## src/rtl/cdb_arbiter.sv

```systemverilog
// cdb_arbiter: common data bus arbiter for three result producers (ALU, LD, BR).
// Each producer writes into its own two-entry in-order FIFO. One head entry per
// cycle is broadcast on the CDB, chosen round-robin starting after the last grant.
//
// Ports:
//   clk, rst (sync, active-low), rdy (global enable), flush (discard all results)
//   {ALU,LD,BR}_sgn/_result/_ROB_name : producer result valid, value, ROB tag
//   {ALU,LD,BR}_full                  : producer FIFO holds DEPTH entries (registered)
//   CDB_sgn/_result/_ROB_name/_src    : registered broadcast (src 0 ALU, 1 LD, 2 BR)
//   pending                           : any FIFO non-empty (combinational from counts)
module cdb_arbiter #(
    parameter int unsigned ROB_W  = 4,
    parameter int unsigned DATA_W = 32,
    parameter int unsigned DEPTH  = 2
) (
    input  logic              clk,
    input  logic              rst,
    input  logic              rdy,
    input  logic              flush,
    input  logic              ALU_sgn,
    input  logic [DATA_W-1:0] ALU_result,
    input  logic [ROB_W-1:0]  ALU_ROB_name,
    input  logic              LD_sgn,
    input  logic [DATA_W-1:0] LD_result,
    input  logic [ROB_W-1:0]  LD_ROB_name,
    input  logic              BR_sgn,
    input  logic [DATA_W-1:0] BR_result,
    input  logic [ROB_W-1:0]  BR_ROB_name,
    output logic              ALU_full,
    output logic              LD_full,
    output logic              BR_full,
    output logic              CDB_sgn,
    output logic [DATA_W-1:0] CDB_result,
    output logic [ROB_W-1:0]  CDB_ROB_name,
    output logic [1:0]        CDB_src,
    output logic              pending
);

    localparam int unsigned N_REQ = 3;
    localparam int unsigned CNT_W = 2;
    localparam logic [CNT_W-1:0] CNT_FULL = CNT_W'(DEPTH);

    typedef struct packed {
        logic [DATA_W-1:0] result;
        logic [ROB_W-1:0]  tag;
    } entry_t;

    entry_t           in_entry   [N_REQ];
    entry_t           head_entry [N_REQ];
    logic [N_REQ-1:0] in_sgn;
    logic [N_REQ-1:0] nonempty;
    logic [N_REQ-1:0] full;

    logic             advance;
    logic             grant_vld;
    logic [1:0]       grant_idx;
    entry_t           grant_entry;

    logic             cdb_sgn_q;
    logic [DATA_W-1:0] cdb_result_q;
    logic [ROB_W-1:0] cdb_tag_q;
    logic [1:0]       cdb_src_q;
    logic [1:0]       last_grant_q;

    assign in_sgn      = {BR_sgn, LD_sgn, ALU_sgn};
    assign in_entry[0] = {ALU_result, ALU_ROB_name};
    assign in_entry[1] = {LD_result, LD_ROB_name};
    assign in_entry[2] = {BR_result, BR_ROB_name};

    // Normal push/pop only when enabled and not flushing.
    assign advance = rdy && !flush;

    // Round-robin grant: search starts one past the last granted requester.
    always_comb begin
        grant_vld = |nonempty;
        grant_idx = 2'd0;
        case (last_grant_q)
            2'd0: begin
                if (nonempty[1])      grant_idx = 2'd1;
                else if (nonempty[2]) grant_idx = 2'd2;
                else                  grant_idx = 2'd0;
            end
            2'd1: begin
                if (nonempty[2])      grant_idx = 2'd2;
                else if (nonempty[0]) grant_idx = 2'd0;
                else                  grant_idx = 2'd1;
            end
            default: begin
                if (nonempty[0])      grant_idx = 2'd0;
                else if (nonempty[1]) grant_idx = 2'd1;
                else                  grant_idx = 2'd2;
            end
        endcase
    end

    // Head entry of the granted FIFO.
    always_comb begin
        grant_entry = head_entry[0];
        case (grant_idx)
            2'd1:    grant_entry = head_entry[1];
            2'd2:    grant_entry = head_entry[2];
            default: grant_entry = head_entry[0];
        endcase
    end

    // Per-requester two-entry FIFO.
    for (genvar g = 0; g < N_REQ; g++) begin : g_fifo
        entry_t           mem [DEPTH];
        logic [CNT_W-1:0] count_q;
        logic [CNT_W-1:0] count_d;
        logic             head_q;
        logic             head_d;
        logic             tail_q;
        logic             tail_d;
        logic             full_q;
        logic             full_d;
        logic             push;
        logic             pop;

        // Next pointers/count; a full FIFO refuses a push even if it pops this edge.
        always_comb begin
            push    = advance && in_sgn[g] && !full_q;
            pop     = advance && grant_vld && (grant_idx == 2'(g));
            count_d = count_q;
            head_d  = head_q;
            tail_d  = tail_q;
            if (rdy && flush) begin
                count_d = '0;
                head_d  = 1'b0;
                tail_d  = 1'b0;
            end else begin
                if (push) tail_d = ~tail_q;
                if (pop)  head_d = ~head_q;
                if (push && !pop)      count_d = count_q + CNT_W'(1);
                else if (pop && !push) count_d = count_q - CNT_W'(1);
            end
            full_d = (count_d == CNT_FULL);
        end

        always_ff @(posedge clk) begin
            if (!rst) begin
                count_q <= '0;
                head_q  <= 1'b0;
                tail_q  <= 1'b0;
                full_q  <= 1'b0;
            end else begin
                count_q <= count_d;
                head_q  <= head_d;
                tail_q  <= tail_d;
                full_q  <= full_d;
            end
        end

        // Payload storage needs no reset; occupancy is tracked by count_q.
        always_ff @(posedge clk) begin
            if (rst && push) mem[tail_q] <= in_entry[g];
        end

        assign head_entry[g] = mem[head_q];
        assign nonempty[g]   = (count_q != '0);
        assign full[g]       = full_q;
    end

    // Broadcast registers; tag/result/src hold when nothing is granted.
    always_ff @(posedge clk) begin
        if (!rst) begin
            cdb_sgn_q    <= 1'b0;
            cdb_result_q <= '0;
            cdb_tag_q    <= '0;
            cdb_src_q    <= 2'd0;
            last_grant_q <= 2'd2;
        end else if (rdy) begin
            if (flush) begin
                cdb_sgn_q <= 1'b0;
            end else if (grant_vld) begin
                cdb_sgn_q    <= 1'b1;
                cdb_result_q <= grant_entry.result;
                cdb_tag_q    <= grant_entry.tag;
                cdb_src_q    <= grant_idx;
                last_grant_q <= grant_idx;
            end else begin
                cdb_sgn_q <= 1'b0;
            end
        end
    end

    assign ALU_full     = full[0];
    assign LD_full      = full[1];
    assign BR_full      = full[2];
    assign CDB_sgn      = cdb_sgn_q;
    assign CDB_result   = cdb_result_q;
    assign CDB_ROB_name = cdb_tag_q;
    assign CDB_src      = cdb_src_q;
    assign pending      = |nonempty;

endmodule

```

## config.mk

```make
export PLATFORM = sky130hd
export DESIGN_NAME = cdb_arbiter
export DESIGN_NICKNAME = d
export VERILOG_FILES = /design/src/rtl/cdb_arbiter.sv
export SDC_FILE = /design/constraint.sdc
export NUM_CORES = 1
export LEC_CHECK = 0
export CELL_PAD_IN_SITES_DETAIL_PLACEMENT = 1
export CELL_PAD_IN_SITES_GLOBAL_PLACEMENT = 1
export CORE_MARGIN = 2
export CORE_UTILIZATION = 45
export CTS_CLUSTER_DIAMETER = 100
export CTS_CLUSTER_SIZE = 14
export DETAILED_ROUTE_END_ITERATION = 10
export PLACE_DENSITY_LB_ADDON = 0.1
export SLEW_MARGIN = 20
export SYNTH_ARGS = -nofsm -noshare
export SYNTH_HDL_FRONTEND = slang
export SYNTH_SLANG_ARGS = --single-unit
```

## constraint.sdc

```tcl
create_clock -name clk -period 7.2 [get_ports clk]
set_input_delay 2.16 -clock clk [delete_from_list [all_inputs] [get_ports clk]]
set_output_delay 2.16 -clock clk [all_outputs]
set_load 0.02 [all_outputs]
```

==> impl_metrics.env, run 1 <==
export IMPL_crit_required_ps=5040
export IMPL_power_switching_w=0.000755
export IMPL_clk_pin_slew_ps=70
export IMPL_viasPerCell=5.41
export IMPL_start_kind="flop"
export IMPL_p_seq_share_pct=54.1
export IMPL_synthesis_area_um2=11000
export IMPL_slew_headroom_pct=27.5
export IMPL_drt_pass1_iterations=4
export IMPL_max_stage_delay_ps=610
export IMPL_r2r_cells=8
export IMPL_cts_sinks=274
export IMPL_synth_most_common_cell="edfxtp_1"
export IMPL_netSwitchingFraction_pct=23.3
export IMPL_gr_total_overflow=0
export IMPL_syn_to_final_growth_pct=22.6
export IMPL_chipWidth_um=160
export IMPL_cp_depth=5
export IMPL_dieArea_um2=25600
export IMPL_cts_max_path_buffers=3
export IMPL_min_path_type="flop to flop"
export IMPL_antenna_found_initial=1
export IMPL_status="finished, final reports clean"
export IMPL_netlist_area_leader_share_pct=59.2
export IMPL_portBuffers=157
export IMPL_fin_crit_sh_pct=65.9
export IMPL_grt_use_total_pct=20.6
export IMPL_crit_type="flop to output port"
export IMPL_cp_cell_sequence="inv_1 -> ha_1 -> and3_1 -> clkinv_8 -> clkdlybuf4s50_1"
export IMPL_fin_skew_ps=12.3
export IMPL_cts_resized=0
export IMPL_cts_tree="yes"
export IMPL_postCtsSetupRepairBufs=0
export IMPL_rsz0062_at_grt="no"
export IMPL_path_delay_family="buffers and inverters"
export IMPL_synthCells=736
export IMPL_synth_area_top_cells="edfxtp_1 (59%), dfxtp_1 (11%), mux2_2 (4.0%)"
export IMPL_gp_congestion=0.797
export IMPL_p_leak_nw=4.29
export IMPL_worst_slack_ps=2460
export IMPL_die_height_um=160
export IMPL_synth_ff_type="edfxtp_1"
export IMPL_core_um2=24100
export IMPL_fmax_mhz=211
export IMPL_critPathMaxFanout=10
export IMPL_cp_arrival_ps=2580
export IMPL_layout_cells_non_filler=1217
export IMPL_setup_viol_count_final=0
export IMPL_worst_pin_slew_ps=1090
export IMPL_cp_end_kind="output port"
export IMPL_hold_buffers=0
export IMPL_ys_top_cells_by_count="edfxtp_1 (216), dfxtp_1 (58), a211oi_1 (42)"
export IMPL_rows=57
export IMPL_fin_tns_setup_ps=0
export IMPL_critPathBufInv=3
export IMPL_drc=0
export IMPL_synth_seq_cells=274
export IMPL_powerDensity_nw_per_um2=242
export IMPL_yosysUniqueCellTypes=50
export IMPL_final_core_util_pct=55.7
export IMPL_dp_hpwl_um=17200
export IMPL_pre_cts_ws_ps=2410
export IMPL_wirelength_um=26400
export IMPL_routedWlPerCell_um=21.7
export IMPL_cap_violations=0
export IMPL_drive_gt1_share_pct=9.87
export IMPL_root_buffer="clkbuf_16"
export IMPL_synth_edf_count=216
export IMPL_avgSynthCellArea_um2=14.9
export IMPL_p_int_w=0.00249
export IMPL_num_vias=6588
export IMPL_hold_viol=0
export IMPL_yosysWarningCount=0
export IMPL_slew_viol_final=0
export IMPL_syn_nets=857
export IMPL_initial_core_util_pct=45.4
export IMPL_period_needed_ps=4740
export IMPL_nFillCells=2361
export IMPL_layout_nets=996
export IMPL_pwr_share_comb_pct=10.8
export IMPL_grt_max_degree=73
export IMPL_ant_nets=0
export IMPL_drt_iter0_drc=386
export IMPL_synth_top_cell_by_area="edfxtp_1"
export IMPL_clkLatencyLatePin_ps=520
export IMPL_ios=158
export IMPL_grt_first_pass_wirelength_um=40800
export IMPL_synthArstFlopShare_pct=0
export IMPL_grt_pass1_vias=7248
export IMPL_yosysSeqAreaShare_pct=69.8
export IMPL_min_delay_path_depth=2
export IMPL_p_clk_share_pct=35.1
export IMPL_crit_slowest_cell="and3_1"
export IMPL_placed_cells=1173
export IMPL_cts_htree_levels=1
export IMPL_cts_buffers=23
export IMPL_ir_drop_v=0.000175
==> worst paths after layout <==
check	slack (ps)	start	end
setup / recovery	2460	g_fifo[2].count_q[0]	pending
hold / removal	460	CDB_ROB_name[2]	CDB_ROB_name[2]
hold reg to reg	460	CDB_ROB_name[2]	CDB_ROB_name[2]
setup reg to reg	3900	g_fifo[2].count_q[0]	BR_full
==> registers in the layout, summed over array words and instances (netlist names), named ones only <==
signal,count
CDB_sgn,1
g_fifo.mem,216
BR_full,1
g_fifo.tail_q,3
CDB_src,2
CDB_ROB_name,4
g_fifo.count_q,6
LD_full,1
g_fifo.head_q,3
last_grant_q,1
CDB_result,32
ALU_full,1
==> cells by family (layout without fill, tap and decap cells) <==
logic type | Yosys count | after routing | synth area share [%]
flip-flops | 274 | 274 | 69.8
AO/OA/AOI/OAI | 177 | 177 | 11.5
AND/OR/NAND/NOR | 134 | 134 | 6.56
multiplexers | 74 | 74 | 7.59
buffers and inverters | 61 | 217 | 3.07
XOR/XNOR | 10 | 10 | 0.800
adder cells (fa/ha/maj) | 6 | 6 | 0.686
other | 0 | 1 | 0
==> final cells by class <==
class	count	area (µm²)	area share, %
antenna	1	2.50	0.0186
clock buffer	40	639	4.76
clock inverter	2	17.5	0.130
inverter	11	53.8	0.401
multi-input combinational	401	3010	22.4
sequential	274	7660	57.0
tap	324	405	3.02
timing repair buffer	164	1640	12.2
==> tightest hold or removal path: cells and delay by family, from the launching register on <==
family | cells | cell delay [ps]
AO/OA/AOI/OAI | 1 | 50
flip-flops | 1 | 310
AND/OR/NAND/NOR | 1 | 50
==> placed cells by master (no fill, tap or decap), types with 2 or more instances in the layout <==
| cell | instances |
|---|---|
| or2_1 | 2 |
| clkbuf_1 | 17 |
| o22ai_1 | 2 |
| mux2_2 | 39 |
| buf_4 | 6 |
| a211oi_1 | 42 |
| mux2_1 | 33 |
| o21ai_0 | 6 |
| dfxtp_1 | 55 |
| nand2b_1 | 5 |
| ha_1 | 3 |
| a2bb2oi_1 | 2 |
| a22oi_1 | 36 |
| a211o_1 | 36 |
| a21oi_1 | 41 |
| a31oi_1 | 2 |
| nor4_2 | 2 |
| xnor2_1 | 9 |
| nor2_1 | 18 |
| nor3b_1 | 2 |
| and3_2 | 2 |
| a41oi_1 | 2 |
| and4bb_1 | 2 |
| inv_1 | 9 |
| clkdlybuf4s50_1 | 157 |
| edfxtp_1 | 216 |
| dfxtp_4 | 2 |
| o21ai_1 | 3 |
| clkbuf_16 | 23 |
| nand3b_1 | 3 |
| mux2i_1 | 2 |
| nand3_1 | 3 |
| nor2b_1 | 38 |
| ha_2 | 2 |
| nor3_1 | 4 |
| nand2_1 | 41 |
==> power by group through the flow <==
stage / Sequential [W] / Combinational [W] / Clock [W]
after CTS: 0.00176 / 0.000354 / 0.00117
after floorplan: 0.00180 / 0.000182 / 0
after global routing: 0.00176 / 0.000380 / 0.00122
after detailed placement: 0.00179 / 0.000352 / 0
after global placement: 0.00179 / 0.000336 / 0
final: 0.00176 / 0.000351 / 0.00114
==> routing by layer <==
metal	vias up	GRT usage [%]	wire length [µm]
met5	-	0	0
met4	0	6.14	647
met3	43	3.30	1270
met2	179	36.5	13400
met1	3268	26.1	11100
li1	3098	-	-
==> through the flow <==
stage                     cell area [µm²]  hold WS, ps  power [W]
after floorplan                     11000          472    0.00198
after global placement              12700          444    0.00213
after detailed placement            12700          452    0.00214
after CTS                           13400          463    0.00328
after global routing                13400          484    0.00336
final                               13400          461    0.00325
Note: power is estimated with default switching activity, not from simulation.
==> run 2: changes to the inputs <==
Clock period 7.2 ns to 4.88 ns, I/O delays scaled along.
==> run 2 against run 1 <==
Effect of this change: clock power rose by 46%; combinational power rose by 52%; clock skew rose by 5.0 ps; setup slack got worse by 1500 ps; die area did not move; first-iteration DRC count fell by 8.0%; sequential power rose by 47%; power rose by 47%; largest power group unchanged; highest routed layer unchanged.
==> impl_metrics.env, run 2 (synthesized netlist as in run 1, its figures left out) <==
export IMPL_ios=158
export IMPL_placed_cells=1177
export IMPL_crit_slowest_cell="clkdlybuf4s50_1"
export IMPL_fin_skew_ps=17.3
export IMPL_die_height_um=160
export IMPL_regMostFlops="g_fifo.mem"
export IMPL_drive_gt1_share_pct=10.1
export IMPL_slew_viol_final=0
export IMPL_layout_nets=999
export IMPL_drt_pass1_iterations=4
export IMPL_syn_to_final_growth_pct=22.6
export IMPL_gr_total_overflow=0
export IMPL_gp_congestion=0.795
export IMPL_grt_use_total_pct=21.8
export IMPL_p_int_w=0.00367
export IMPL_drc=0
export IMPL_max_stage_delay_ps=580
export IMPL_r2r_setup_slack_ps=1650
export IMPL_core_um2=24100
export IMPL_critPathBufInv=3
export IMPL_mostFrequentLayoutCells="edfxtp_1 (216), clkdlybuf4s50_1 (157), dfxtp_1 (55)"
export IMPL_crit_type="flop to output port"
export IMPL_largest_register_ffs=216
export IMPL_portBuffers=157
export IMPL_layout_cells_non_filler=1217
export IMPL_p_seq_share_pct=54.2
export IMPL_fmax_mhz=252
export IMPL_viasPerCell=5.57
export IMPL_setup_viol_count_final=0
export IMPL_ant_nets=0
export IMPL_r2r_start="g_fifo[2].count_q[0]"
export IMPL_netSwitchingFraction_pct=23.3
export IMPL_clk_pin_slew_ps=70
export IMPL_r2r_end="g_fifo[2].count_q[0]"
export IMPL_grt_pass1_vias=7553
export IMPL_antenna_cells=0
export IMPL_status="finished, final reports clean"
export IMPL_path_delay_family="buffers and inverters"
export IMPL_power_switching_w=0.00111
export IMPL_cts_htree_levels=1
export IMPL_p_leak_nw=4.30
export IMPL_powerDensity_nw_per_um2=356
export IMPL_worstHoldStart="CDB_result[8]"
export IMPL_total_power_w=0.00478
export IMPL_min_path_type="flop to flop"
export IMPL_cp_end_kind="output port"
export IMPL_slew_headroom_pct=29.0
export IMPL_cts_sinks=274
export IMPL_crit_required_ps=3420
export IMPL_fin_tns_setup_ps=0
export IMPL_postCtsSetupRepairBufs=0
export IMPL_hold_buffers=0
export IMPL_placed_cell_area_um2=12800
export IMPL_cts_buffers=23
export IMPL_nFillCells=2360
export IMPL_cap_violations=0
export IMPL_dieArea_um2=25600
export IMPL_drt_iter0_drc=355
export IMPL_antenna_found_initial=0
export IMPL_period_needed_ps=3960
export IMPL_cp_depth=5
export IMPL_ir_drop_v=0.000331
export IMPL_chipWidth_um=160
export IMPL_initial_core_util_pct=45.4
export IMPL_r2r_cells=8
export IMPL_dp_hpwl_um=17800
export IMPL_critPathMaxFanout=10
export IMPL_fin_crit_sh_pct=81.2
export IMPL_final_core_util_pct=55.7
export IMPL_cp_cell_sequence="inv_1 -> ha_1 -> and3_1 -> clkinv_8 -> clkdlybuf4s50_1"
export IMPL_num_vias=6778
export IMPL_p_clk_share_pct=34.7
export IMPL_cp_arrival_ps=2500
export IMPL_wirelength_um=27700
export IMPL_pwr_share_comb_pct=11.1
export IMPL_rows=57
export IMPL_routedWlPerCell_um=22.8
export IMPL_cp_endpoint="pending"
export IMPL_clkLatencyLatePin_ps=510
export IMPL_cts_tree="yes"
export IMPL_rsz0062_at_grt="no"
export IMPL_cts_resized=0
export IMPL_grt_first_pass_wirelength_um=43200
export IMPL_critPathLaunch="g_fifo[1].count_q[0]"
export IMPL_start_kind="flop"
export IMPL_cts_max_path_buffers=3
export IMPL_root_buffer="clkbuf_16"
export IMPL_worst_pin_slew_ps=1060
export IMPL_final_cell_area_um2=13400
export IMPL_grt_max_degree=73
export IMPL_final_common_cell="edfxtp_1"
export IMPL_hold_viol=0
-- run 2: cell types whose count changed in the layout (fill, tap and decap cells not counted) --
cell,before,now
clkinvlp_4,0,1
clkbuf_1,17,16
and3_4,1,0
and3_2,2,3
buf_4,6,9
clkinv_4,1,0
diode_2,1,0
dfxtp_2,1,3
inv_6,1,0
dfxtp_4,2,0
-- run 2: worst min-delay path by stage --
| stage | to | cells after the start |
|---|---|---|
| 2_1_floorplan | flop | 2 |
| 3_3_place_gp | CDB_result[2] | 2 |
| 3_5_place_dp | CDB_result[31] | 2 |
| 4_1_cts | CDB_result[8] | 2 |
| 5_1_grt | CDB_result[18] | 2 |
| 6_report | CDB_result[8] | 2 |
-- run 2: metrics by stage --
| stage | hold slack, ps | setup WS, ps |
|---|---|---|
| 3_5_place_dp | 456 | 952 |
| 5_1_grt | 489 | 752 |
| 6_report | 465 | 915 |
| 3_3_place_gp | 449 | 1040 |
| 4_1_cts | 470 | 876 |
| 2_1_floorplan | 472 | -893 |
-- run 2: layer usage --
layer | vias up | track usage (%) | wire (µm)
met3 | 40 | 3.12 | 1340
li1 | 3105 | - | -
met2 | 187 | 39.5 | 14300
met1 | 3446 | 27.3 | 11500
met4 | 0 | 6.18 | 626
met5 | - | 0 | 0
-- run 2: layout make-up --
type	count	area (µm²)	area share, %
flip-flops and latches	274	7650	57.0
well taps	324	405	3.02
repair buffers	167	1660	12.4
clock buffers	39	636	4.74
inverters	11	53.8	0.401
multi-input cells	401	3010	22.4
clock inverters	1	7.51	0.0559
-- run 2: power by group through the flow --
stage               sequential [W]  clock, W  combinational (W)
global placement           0.00264         0           0.000516
finish                     0.00259   0.00166           0.000533
global route               0.00259   0.00179           0.000577
CTS                        0.00259   0.00169           0.000537
detailed placement         0.00264         0           0.000532
floorplan                  0.00265         0           0.000268
-- run 2: tightest hold or removal path: stages (launching register included) --
cell and delay [ps]:
dfxtp_1 310, nand2_1 50, a21oi_1 60
==> patch 1: new RTL, flow settings as in run 1 <==
Change the parameter `ROB_W` from 4 to 6.
--- a/src/rtl/cdb_arbiter.sv
+++ b/src/rtl/cdb_arbiter.sv
@@ -10,5 +10,5 @@
 //   pending                           : any FIFO non-empty (combinational from counts)
 module cdb_arbiter #(
-    parameter int unsigned ROB_W  = 4,
+    parameter int unsigned ROB_W  = 6,
     parameter int unsigned DATA_W = 32,
     parameter int unsigned DEPTH  = 2
Ports: changed (resized ALU_ROB_name, BR_ROB_name, CDB_ROB_name and LD_ROB_name); port bits go from 158 to 166. No check against the original RTL was run, so the function may have changed too.
==> patch 1 against run 1 <==
Global-route usage increased by 0.61 points; power rose by 5.5%; final area is 4.8% higher; wire length rose by 6.8%; count of clock-buffer cells in the layout rose by 3; non-clock buffer count increased by 8; setup slack better by 0.17 ns; via count rose by 6.7%; synthesized area up 4.6%; sequential cell count grew 14; highest routed layer is now met5.
==> patch 1: results (changes against run 1) <==
outcome=finished, final reports clean (unchanged); Starting DRT DRC Count=462 (was 386); nets=1041 (was 996); via count=7032 (was 6588); drt pass-1 iters=5 (was 4); clk pwr=1210 uW (was 1140 uW); vias in the first global route=7713 (was 7248); largest net degree at the start of global routing=77 (was 73); routed wire length=28200 um (was 26400 um); layout cell share with drive strength beyond 1=13.7% (was 9.87%); r2r setup slk=3.83 ns (was 3.90 ns); CP arrival=2.41 ns (was 2.58 ns); Tmin final=4.57 ns (was 4.74 ns); GPL Wtd Cong=0.783 (was 0.797); compound-gate portion of the synthesized area=11.4% (was 11.5%); CTS buffer count=24 (was 23); Synth area leaders=edfxtp_1 60%, dfxtp_1 10%, mux2_2 7.5% (was edfxtp_1 59%, dfxtp_1 11%, mux2_2 4.0%); xor-xnor portion of the synthesized cell area=0.765% (was 0.800%); # diodes=0 (was 1); Power Internal=2630 uW (was 2490 uW); post-DP HPWL=18100 um (was 17200 um); synthesized area per cell=14.9 um^2 (about the same); EDFF count, synth=228 (was 216); fill count=2446 (was 2361); GRT Resource Usage Total=21.2% (was 20.6%); Adder-Cell Fraction of Synth Area=0.656% (was 0.686%); sequential cell area share=57.3% (was 57.0%); first-pass GRT wire length=43200 um (was 40800 um); port buffer count=165 (was 157); storage element area=8060 um^2 (was 7660 um^2); signal buffers share of area=12.3% (was 12.2%); register area share after synthesis=70.3% (was 69.8%); clock buffers=43 (was 40); commonest cells in the netlist=228 x edfxtp_1, 76 x mux2_2, 60 x dfxtp_1 (was 216 x edfxtp_1, 58 x dfxtp_1, 42 x a211oi_1); Seq pwr share=53.9% (was 54.1%); Slew HR=29.2% (was 27.5%); Multi-input gate area=3120 um^2 (was 3010 um^2); flip-flop count of the largest register after layout=228 (was 216); Layout clock area frac=4.99% (was 4.89%); bufs w/o clock=172 (was 164); wire per inst=22.4 um (was 21.7 um); Multi-In Gates=417 (was 401)
==> patch 1: cell count changes in the layout (fill, tap and decap cells not counted), sizes merged, moves of 2 or more <==
cell / run 1 / this run
dfxtp: 58 / 60
mux2: 72 / 76
nand2: 42 / 44
clkbuf: 40 / 43
a211oi: 42 / 44
clkdlybuf4s50: 157 / 165
a22oi: 36 / 38
edfxtp: 216 / 228
a21oi: 41 / 43
and2b: 1 / 3
a211o: 36 / 38
==> patch 1: worst paths after layout <==
path | startpoint | to | cells after the start
worst min-delay path | CDB_result[28] | CDB_result[28] | 2
worst max register to register | g_fifo[2].count_q[0] | CDB_result[31] | 9
worst min register to register | CDB_result[28] | CDB_result[28] | 2
worst max-delay path | g_fifo[1].count_q[0] | pending | 5
==> patch 1: metal layers <==
layer | GRT usage [%] | up-vias | wire (um)
met5 | 0 | - | 19
li1 | - | 3241 | -
met4 | 6.98 | 4 | 823
met1 | 26.2 | 3509 | 11300
met3 | 3.33 | 62 | 1550
met2 | 38.0 | 216 | 14500
==> patch 2: new RTL, config.mk and constraints of run 1 <==
Made on the original files. Make the reset (`rst`) asynchronous in 2 clocked blocks.
--- a/src/rtl/cdb_arbiter.sv
+++ b/src/rtl/cdb_arbiter.sv
@@ -138,5 +138,5 @@
         end
 
-        always_ff @(posedge clk) begin
+        always_ff @(posedge clk or negedge rst) begin
             if (!rst) begin
                 count_q <= '0;
@@ -163,5 +163,5 @@
 
     // Broadcast registers; tag/result/src hold when nothing is granted.
-    always_ff @(posedge clk) begin
+    always_ff @(posedge clk or negedge rst) begin
         if (!rst) begin
             cdb_sgn_q    <= 1'b0;
Formal check against the unedited RTL: differs if rst is asserted again (counterexample within 4 cycles, from zero or initial values and one cycle with rst low); with rst held inactive, the same outputs for 4 cycles.
==> patch 2 against run 1 <==
Non-clock buffer count rose by 4; final area rose by 1.1%; setup slack got worse by 0.51 ns; wire length rose by 4.2%; sequential cell count fell by 3; synthesized area rose by 0.78%; critical path type is now in -> reg.
Power is not compared: it rests on default switching activity, and its combinational part moved more than twofold at a synthesized area within 25%.
==> patch 2: results (changes against run 1) <==
Multi-In Gates=394 (was 401); fill count=2278 (was 2361); first-pass GRT wire length=42800 um (was 40800 um); bufs w/o clock=168 (was 164); Worst Path Max Fanout=28 (was 10); wire per inst=22.7 um (was 21.7 um); worst slack, placed=1.47 ns (was 2.41 ns); clock root cell=clkbuf_16 (unchanged); synthesized net count=845 (was 857); Tmin final=5.25 ns (was 4.74 ns); H-tree Lvls=1 (unchanged); antenna violations before repair=0 (was 1); Hold WS=0.485 ns (was 0.461 ns); worst slew pin tran=1.06 ns (was 1.09 ns); vias per cell=5.50 (was 5.41); Inverters=15 (was 11); Clk pin slew, worst setup/hold paths=0.07 ns (about the same); outcome=finished, final reports clean (unchanged); Worst Skew=0.00812 ns (was 0.0123 ns); GPL Wtd Cong=0.824 (was 0.797); routed wire length=27600 um (was 26400 um); fraction of area in multi-input gates=21.5% (was 22.4%); drt pass-1 iters=5 (was 4); ys async rst share=20.3% (was 0%); GR Util met3=2.69% (was 3.30%); cell area after layout=13600 um^2 (was 13400 um^2); register area share after synthesis=71.3% (was 69.8%); CP arrival=5.45 ns (was 2.58 ns); worst hold endpoint=CDB_result[22] (was CDB_ROB_name[2]); post-DP HPWL=17700 um (was 17200 um); Starting DRT DRC Count=432 (was 386); DP Area=12900 um^2 (was 12700 um^2); Finished Core Util=56.1% (was 55.7%); r2r setup slk=3.80 ns (was 3.90 ns); Worst Reg-to-Reg Cells=9 (was 8); Critical R2R Launch=g_fifo[0].count_q[0] (was g_fifo[2].count_q[0]); GRT Resource Usage Total=21.7% (was 20.6%); Synth area leaders=edfxtp_1 59%, dfrtp_1 12%, mux2_2 6.9% (was edfxtp_1 59%, dfxtp_1 11%, mux2_2 4.0%); commonest cells in the netlist=216 x edfxtp_1, 68 x mux2_2, 54 x dfrtp_1 (was 216 x edfxtp_1, 58 x dfxtp_1, 42 x a211oi_1); nets=994 (was 996); FF-to-FF End=LD_full (was BR_full); clock buffers=39 (was 40); Layout clock area frac=4.77% (was 4.89%); storage element area=7870 um^2 (was 7660 um^2); Global Route met1 Usage=29.0% (was 26.1%); vias in the first global route=7351 (was 7248); placed cell count=1172 (was 1173); min-delay src=CDB_result[22] (was CDB_ROB_name[2]); met2 Use GR=37.6% (was 36.5%); layout cell share with drive strength beyond 1=14.2% (was 9.87%); Yosys reg bits=271 (was 274); critical path capture point=g_fifo[1].mem[1][5] (was pending); synthesized area per cell=15.2 um^2 (was 14.9 um^2)
==> patch 2: logic make-up (layout without fill, tap and decap cells) <==
| logic type | after synthesis | in the layout | synth area share, % |
|---|---|---|---|
| simple gates | 121 | 121 | 5.09 |
| buf+inv | 59 | 223 | 2.70 |
| compound gates | 156 | 156 | 9.39 |
| fa+ha+maj | 6 | 6 | 0.680 |
| mux | 110 | 110 | 10.8 |
| flops | 271 | 271 | 71.3 |
| xor+xnor | 1 | 1 | 0.0794 |
==> patch 2: metal layers <==
layer	vias to the layer above	routed length, um
met5	-	0
met4	0	618
met3	47	1220
met2	188	14000
met1	3379	11700
li1	3048	-
==> patch 2: worst max-delay path, stage by stage <==
cell             delay, ns
clkdlybuf4s50_1       0.99
nor2b_1               0.76
nand2_1               0.40
nor3_2                0.80
buf_12                0.30
==> patch 2: power breakdown <==
group / total (uW) / switching (uW) / internal (uW)
clock: 1140 / 535 / 601
sequential: 2080 / 225 / 1860
combinational: 1940 / 1120 / 825
